**src/rtl/apb_fsm_controller.sv**
```systemverilog
// apb_fsm_controller
//   Bridges single AHB-side transfers onto an APB bus. Each accepted transfer
//   runs as an APB SETUP phase followed by one or more ACCESS phases. Writes
//   take one extra cycle (WWAIT) to capture the AHB data-phase write data.
//   Slave errors, wait-state timeouts and accesses with no decoded slave are
//   returned to the AHB side as a two-cycle ERROR response (ERR1, ERR2).
//   Only one APB transfer is in flight; hready_out stalls the AHB side.
//
// Ports
//   hclk, hresetn      clock (rising edge), asynchronous active-low reset
//   valid              AHB address phase holds a transfer for this bridge
//   hwrite, haddr      address-phase direction and address
//   hwdata             write data, valid the cycle after acceptance
//   sel_in             one-hot slave decode of haddr (address phase)
//   hready_out, hresp  AHB ready / ERROR response
//   hrdata             read data to AHB (prdata while ACCESS completes, else 0)
//   psel, penable, pwrite, paddr, pwdata   registered APB outputs
//   prdata, pready, pslverr                APB slave inputs
module apb_fsm_controller #(
  parameter int ADDR_W  = 32,
  parameter int DATA_W  = 32,
  parameter int NSEL    = 3,
  parameter int TIMEOUT = 16
) (
  input  logic              hclk,
  input  logic              hresetn,
  input  logic              valid,
  input  logic              hwrite,
  input  logic [ADDR_W-1:0] haddr,
  input  logic [DATA_W-1:0] hwdata,
  input  logic [NSEL-1:0]   sel_in,
  output logic              hready_out,
  output logic              hresp,
  output logic [DATA_W-1:0] hrdata,
  output logic [NSEL-1:0]   psel,
  output logic              penable,
  output logic              pwrite,
  output logic [ADDR_W-1:0] paddr,
  output logic [DATA_W-1:0] pwdata,
  input  logic [DATA_W-1:0] prdata,
  input  logic              pready,
  input  logic              pslverr
);

  // A zero TIMEOUT disables the counter; keep it one bit wide so it stays legal.
  localparam int CNT_W = (TIMEOUT > 0) ? $clog2(TIMEOUT + 1) : 1;
  localparam logic [CNT_W-1:0] TO_LAST = (TIMEOUT > 0) ? CNT_W'(TIMEOUT - 1) : '0;

  typedef enum logic [2:0] {
    IDLE   = 3'd0,
    WWAIT  = 3'd1,
    SETUP  = 3'd2,
    ACCESS = 3'd3,
    ERR1   = 3'd4,
    ERR2   = 3'd5
  } state_t;

  state_t            state;
  state_t            next_state;
  logic              accept;
  logic              timeout_hit;
  logic [CNT_W-1:0]  cnt;

  // Pending transfer captured at acceptance (used when a write leaves WWAIT).
  logic [ADDR_W-1:0] addr_q;
  logic              write_q;
  logic [NSEL-1:0]   sel_q;

  // Values loaded into the APB address/control registers on entry to SETUP.
  // SETUP is entered either straight from an accept (reads) or from WWAIT,
  // where hready_out is low and no accept can happen.
  logic [ADDR_W-1:0] setup_addr;
  logic              setup_write;
  logic [NSEL-1:0]   setup_sel;

  // Where an accepted transfer goes next.
  function automatic state_t accept_target(input logic [NSEL-1:0] sel,
                                           input logic            write);
    state_t t;
    if (sel == '0)  t = ERR1;
    else if (write) t = WWAIT;
    else            t = SETUP;
    return t;
  endfunction

  assign accept      = valid && hready_out;
  assign timeout_hit = (TIMEOUT > 0) && (cnt == TO_LAST);

  assign setup_addr  = accept ? haddr  : addr_q;
  assign setup_write = accept ? hwrite : write_q;
  assign setup_sel   = accept ? sel_in : sel_q;

  assign hrdata = ((state == ACCESS) && pready) ? prdata : '0;

  // State register
  always_ff @(posedge hclk or negedge hresetn) begin
    if (!hresetn) state <= IDLE;
    else          state <= next_state;
  end

  // AHB-side outputs decoded from state
  always_comb begin
    hready_out = 1'b1;
    hresp      = 1'b0;
    unique case (state)
      IDLE:    hready_out = 1'b1;
      WWAIT:   hready_out = 1'b0;
      SETUP:   hready_out = 1'b0;
      ACCESS:  hready_out = pready && !pslverr;
      ERR1: begin
        hready_out = 1'b0;
        hresp      = 1'b1;
      end
      ERR2: begin
        hready_out = 1'b1;
        hresp      = 1'b1;
      end
      default: hready_out = 1'b1;
    endcase
  end

  // Next-state logic
  always_comb begin
    next_state = state;
    unique case (state)
      IDLE:   if (accept) next_state = accept_target(sel_in, hwrite);
      WWAIT:  next_state = SETUP;
      SETUP:  next_state = ACCESS;
      ACCESS: begin
        if (pready) begin
          if (pslverr)     next_state = ERR1;
          else if (accept) next_state = accept_target(sel_in, hwrite);
          else             next_state = IDLE;
        end else if (timeout_hit) begin
          next_state = ERR1;
        end
      end
      ERR1:   next_state = ERR2;
      ERR2:   next_state = accept ? accept_target(sel_in, hwrite) : IDLE;
      default: next_state = IDLE;
    endcase
  end

  // Pending transfer registers (datapath, no reset needed)
  always_ff @(posedge hclk) begin
    if (accept) begin
      addr_q  <= haddr;
      write_q <= hwrite;
      sel_q   <= sel_in;
    end
  end

  // APB outputs, registered from the upcoming state so they change on the
  // same edge the FSM enters SETUP / ACCESS / anything else.
  always_ff @(posedge hclk or negedge hresetn) begin
    if (!hresetn) begin
      psel    <= '0;
      penable <= 1'b0;
      pwrite  <= 1'b0;
      paddr   <= '0;
      pwdata  <= '0;
    end else begin
      penable <= (next_state == ACCESS);
      if (next_state == SETUP) begin
        psel   <= setup_sel;
        paddr  <= setup_addr;
        pwrite <= setup_write;
      end else if (next_state != ACCESS) begin
        psel   <= '0;
      end
      // hwdata is valid in the data phase, which is the WWAIT cycle.
      if (state == WWAIT) pwdata <= hwdata;
    end
  end

  // Wait-state counter: cleared in SETUP, counts pready-low ACCESS cycles.
  always_ff @(posedge hclk or negedge hresetn) begin
    if (!hresetn) begin
      cnt <= '0;
    end else if (state == SETUP) begin
      cnt <= '0;
    end else if ((state == ACCESS) && !pready && (cnt != '1)) begin
      cnt <= cnt + 1'b1;
    end
  end

endmodule

```
**config.mk**
```make
export PLATFORM = sky130hd
export DESIGN_NAME = apb_fsm_controller
export DESIGN_NICKNAME = d
export VERILOG_FILES = /design/src/rtl/apb_fsm_controller.sv
export SDC_FILE = /design/constraint.sdc
export NUM_CORES = 1
export LEC_CHECK = 0
export ABC_AREA = 1
export ABC_CLOCK_PERIOD_IN_PS = 2350
export CAP_MARGIN = 5
export CORE_ASPECT_RATIO = 0.6
export CORE_UTILIZATION = 43
export CTS_BUF_LIST = sky130_fd_sc_hd__clkbuf_8 sky130_fd_sc_hd__clkbuf_16
export DETAILED_ROUTE_END_ITERATION = 10
export PLACE_DENSITY = 0.81
export SYNTH_ARGS = -nofsm -noshare
export SYNTH_HDL_FRONTEND = slang
export SYNTH_SLANG_ARGS = --single-unit
export TNS_END_PERCENT = 10
```
**constraint.sdc**
```tcl
create_clock -name hclk -period 2.35 [get_ports hclk]
set_input_delay 0.47 -clock hclk [delete_from_list [all_inputs] [get_ports hclk]]
set_output_delay 0.47 -clock hclk [all_outputs]
set_load 0.03 [all_outputs]
```
Word-level counts from Yosys, hierarchy flattened

Cells that the tools add are included.

Flip-flop bits (word level): 113
Word-level logic and storage cells: 52

Muxes and demuxes: 18
Eq/ne operators: 10
Reduce and logical (&&, ||, !) cells: 13
Add/sub/neg operators: 1

Operators with widths:

| cell                | number |
|---|---|
| $mux 32             | 2 |
| $mux 3              | 9 |
| $pmux 3 s6          | 1 |
| $eq 3x2->1 const B  | 4 |
| $mux 5              | 2 |
| $eq 3x3->1 const B  | 2 |
| $logic_not 3->1     | 2 |
| $add 5x1->5 const B | 1 |
| $eq 5x4->1 const B  | 1 |
| $logic_and 1x1->1   | 5 |
| $ne 5x5->1 const B  | 1 |
| $reduce_bool 2->1   | 2 |
| $eq 3x1->1 const B  | 1 |
| $ne 3x2->1 const B  | 1 |
| $reduce_or 3->1     | 1 |
| $logic_not 1->1     | 2 |
| $mux 1              | 2 |
| $mux 2              | 1 |
| $pmux 1 s2          | 1 |
| $reduce_or 2->1     | 1 |

Logic depth before layout (Yosys ltp)

Depth after elaboration: 11
Mapped depth: 13
Gate-level depth less buffers: 12

Worst setup path after synthesis

No wires, ideal clock.

Path type: reg2out
Start point: reg state[0]
End point: out hrdata[10]
Data arrival time: 1.391 ns
Stages on the path, launching flop included: 6
Path slack: 0.489 ns
Path through: dfrtp_1 -> nand2_2 -> nor2_4 -> nand2_1 -> clkbuf_1 -> nor2_1

Word-level cells in the longest chain between the ends: 3

Ends and longest elaborated chain:

| element                  | line | RTL |
|---|---|---|
| start: declaration       | 58   | `state_t state;` |
| start signal: assignment | 98   | `else state <= next_state;` |
| $eq 3x2->1               | 93   | `assign hrdata = ((state == ACCESS) && pready) ? prdata : '0;` |
| $logic_and 1x1->1        | 93   |  |
| $mux 32                  | 93   |  |
| end: declaration         | 34   | `output logic [DATA_W-1:0] hrdata,` |

Every way passes these cells.

Worst setup path after layout

Start point: reg state[1]
End point: out hrdata[4]

The elaborated chain is that of the path after synthesis.

==> results_dict.tcl <==
set metrics [dict create \
    crit_path_max_incr_delay_ns 0.45 \
    slew_headroom_pct 69.6 \
    number_of_buffers_added_by_the_clock_tree_synthesis_step 17 \
    routed_wl_um 13300 \
    pin_count 208 \
    critical_path_fanout_max 32 \
    core_region_area_mm2 0.0113 \
    power_density_mw_per_mm2 1610 \
    clkLatencyLatePin_ns 0.40 \
    commonest_non_fill_non_tap_cell_in_the_layout "nand2_1" \
    htreeDepth 4 \
    drt_pre_antenna_iters 4 \
    first_iter_violations 168 \
    finalNetCount 865 \
    vias 4343 \
    final_antenna_net_count 0 \
    global_route_wire_length_before_repair_um 21500 \
    synth_area_mm2 0.00499 \
    cts_tree "built" \
    post-synth-top-area-cell "dfrtp_1" \
    worst_hold_slack_ns 0.0214 \
    fp.dieArea_mm2 0.0120 \
    grt_util_met1_pct 30.4 \
    postCtsSetupBuffers 0 \
    critical_path.cell_chain "nand2_2, nor2_4, nand2_1, buf_4, nor2_1, buf_4" \
    post-route-drc-count 0 \
    timing.clock.skew_ns 0.0114 \
    critical_path.most_common_cell "buf_4" \
    critical_path.slowest_cell "dfrtp_1" \
    worst-endpoint-arrival_ns 1.75 \
    ys_dominant_reg_cell "dfrtp_1" \
    cts.sinks 113 \
    port_buffers 207 \
    synth_cell_types 29 \
    cts-root-to-sink-buffers 2 \
    die_w_um 141 \
    effective_utilization_at_floorplan_pct 44.1 \
    postSynthAreaPerCell_um2 9.20 \
    synth_warnings 0 \
    cp_data_required_time_ns 1.88 \
    mappedNetlistNets 650 \
    power.leakage_nw 3.82 \
    insertedDiodeCount 0 \
    finalWorstPathRequiredPeriod_ns 2.22 \
    grt_max_degree 35 \
    fraction_of_registers_with_async_set_reset_pct 68.1 \
    timing.critical_path.from_type "register" \
    min-delay-path-class "in -> async" \
    vias_per_cell 4.67 \
    antenna_found_initial 0 \
    max_cap_viol_count 0 \
    clk_root_buffer_cell "clkbuf_16" \
    max_freq_ghz 0.451 \
    endpoint_kind "output pin" \
    global_route_usage_over_all_layers_pct 23.4 \
    synth.yosys.seq_area_share_pct 53.1 \
    synth_seq_cells 113 \
    min_period_over_period_pct 94.4 \
    yosys.area.top_type_share_pct 38.6 \
    criticalPathCategory "reg -> out" \
    critical_path_buf_inv_count 2 \
    synth_enable_flop_cells 0 \
    netlist_top_cells_area "dfrtp_1 (39%), dfxtp_1 (14%), nand2_1 (14%)" \
    post_route_cells_drive_above_1_share_pct 21.0 \
    postSynthCellCount 542 \
    worstMarginPinSlew_ns 0.453 \
    result_of_the_run "complete, no violations" \
    route.detailed.wl_per_inst_um 14.3 \
    die_height_um 85.4 \
    grt.met3_usage_pct 6.38 \
    critical-path-top-delay-family "simple AND/OR/NAND/NOR gates" \
    grt_most_used_layer "met2" \
    maxSlewViolCount 0 \
    core.rowCount 30 \
    grtUsageMet2_pct 38.4 \
    mostFrequentLayoutCells "nand2_1 (192), clkdlybuf4s50_1 (172), dfrtp_1 (76), inv_1 (50), buf_4 (42)" \
    gr-total-overflow 0 \
    gp_congestion 0.810 \
    final_hold_viol_count 0 \
    place.detailed.hpwl_um 9450 \
    timing.final.setup_violations 0 \
    path_clk_slew_ns 0.05 \
    area_delta_synth_final_pct 56.6 \
    fraction_of_the_core_area_covered_by_cells_at_the_end_of_the_flow_pct 69.1 \
    irDropWorstVdd_uv 1010 \
    rsz_0062_raised_after_global_routing "true" \
    via_count_of_the_first_global_routing_pass 4226 \
]
## cell type report
| class | instances | area [um^2] |
|---|---|---|
| Clock buffer | 23 | 508 |
| Multi-Input combinational cell | 354 | 1960 |
| Sequential cell | 113 | 2650 |
| Inverter | 51 | 191 |
| Fill cell | 850 | 3490 |
| Tap cell | 160 | 200 |
| Clock inverter | 9 | 151 |
| Timing Repair Buffer | 220 | 2150 |
## metal layers
| layer | part of all wire [%] | routed length (um) |
|---|---|---|
| met1 | 46 | 6080 |
| met2 | 47 | 6200 |
| met3 | 6.9 | 914 |
| met4 | 0.91 | 121 |
| met5 | 0 | 0 |
## flip-flops by register name, indices dropped and copies added (netlist names)
signal and count:
psel 3, sel_q 3, addr_q 32, write_q 1
paddr 32, pwdata 32, state 3, penable 1
pwrite 1, cnt 5
## report_power, final
| group | switching [mW] | internal, mW |
|---|---|---|
| Clock | 0.861 | 1.94 |
| Combinational | 3.92 | 2.50 |
| Sequential | 0.438 | 2.87 |
## metrics by stage
step | power, mW | setup TNS, ns | instances | worst slack, ns | instance area (um^2)
global placement | 9.52 | -0.0486 | 898 | -0.0111 | 7130
floorplan | 7.72 | 0 | 542 | 0.489 | 4990
detailed placement | 9.76 | -1.66 | 898 | -0.0712 | 7130
finish | 12.5 | 0 | 930 | 0.132 | 7810
global route | 13.3 | -0.00109 | 930 | -0.00109 | 7810
CTS | 12.6 | 0 | 930 | 0.0297 | 7790
## logic make-up after synthesis
logic type | synth area share (%)
AO/OA/AOI/OAI | 1.61
flip-flops | 53.1
buffers and inverters | 7.85
AND/OR/NAND/NOR | 29.5
multiplexers | 7.23
adder cells (fa/ha/maj) | 0.753
## repair_timing
item	in CTS	in global routing
gates resized for setup	0	4
hold buffers	0	0
setup endpoints to repair	0	58
## synthesized netlist by cell type, types with 3 or more instances
library cell and instances:
nand2_1 192, dfrtp_1 77, inv_1 49, nor2_1 40, dfxtp_1 36, mux2_2 32, nand3_2 32, nand3_1 16
o21ai_0 9, clkbuf_1 8, buf_4 5, nand2_2 5, buf_12 4, nand2_4 4, nand4_1 4, a21oi_1 3
buf_2 3, buf_6 3, ha_1 3, nor2_2 3, nor3_1 3
## path summary, 6_finish.rpt
check,start,end,slack [ns],cells past startpoint
setup / recovery,state[1],hrdata[4],0.13,6
hold / removal,hresetn,pwdata[27],0.02,1
setup reg to reg,cnt[0],paddr[25],0.20,11
hold reg to reg,addr_q[26],addr_q[26],0.46,2
max in group asynchronous,hresetn,pwdata[4],1.71,2
min in group hclk,addr_q[26],addr_q[26],0.46,2
(Power assumes the default switching activity.)
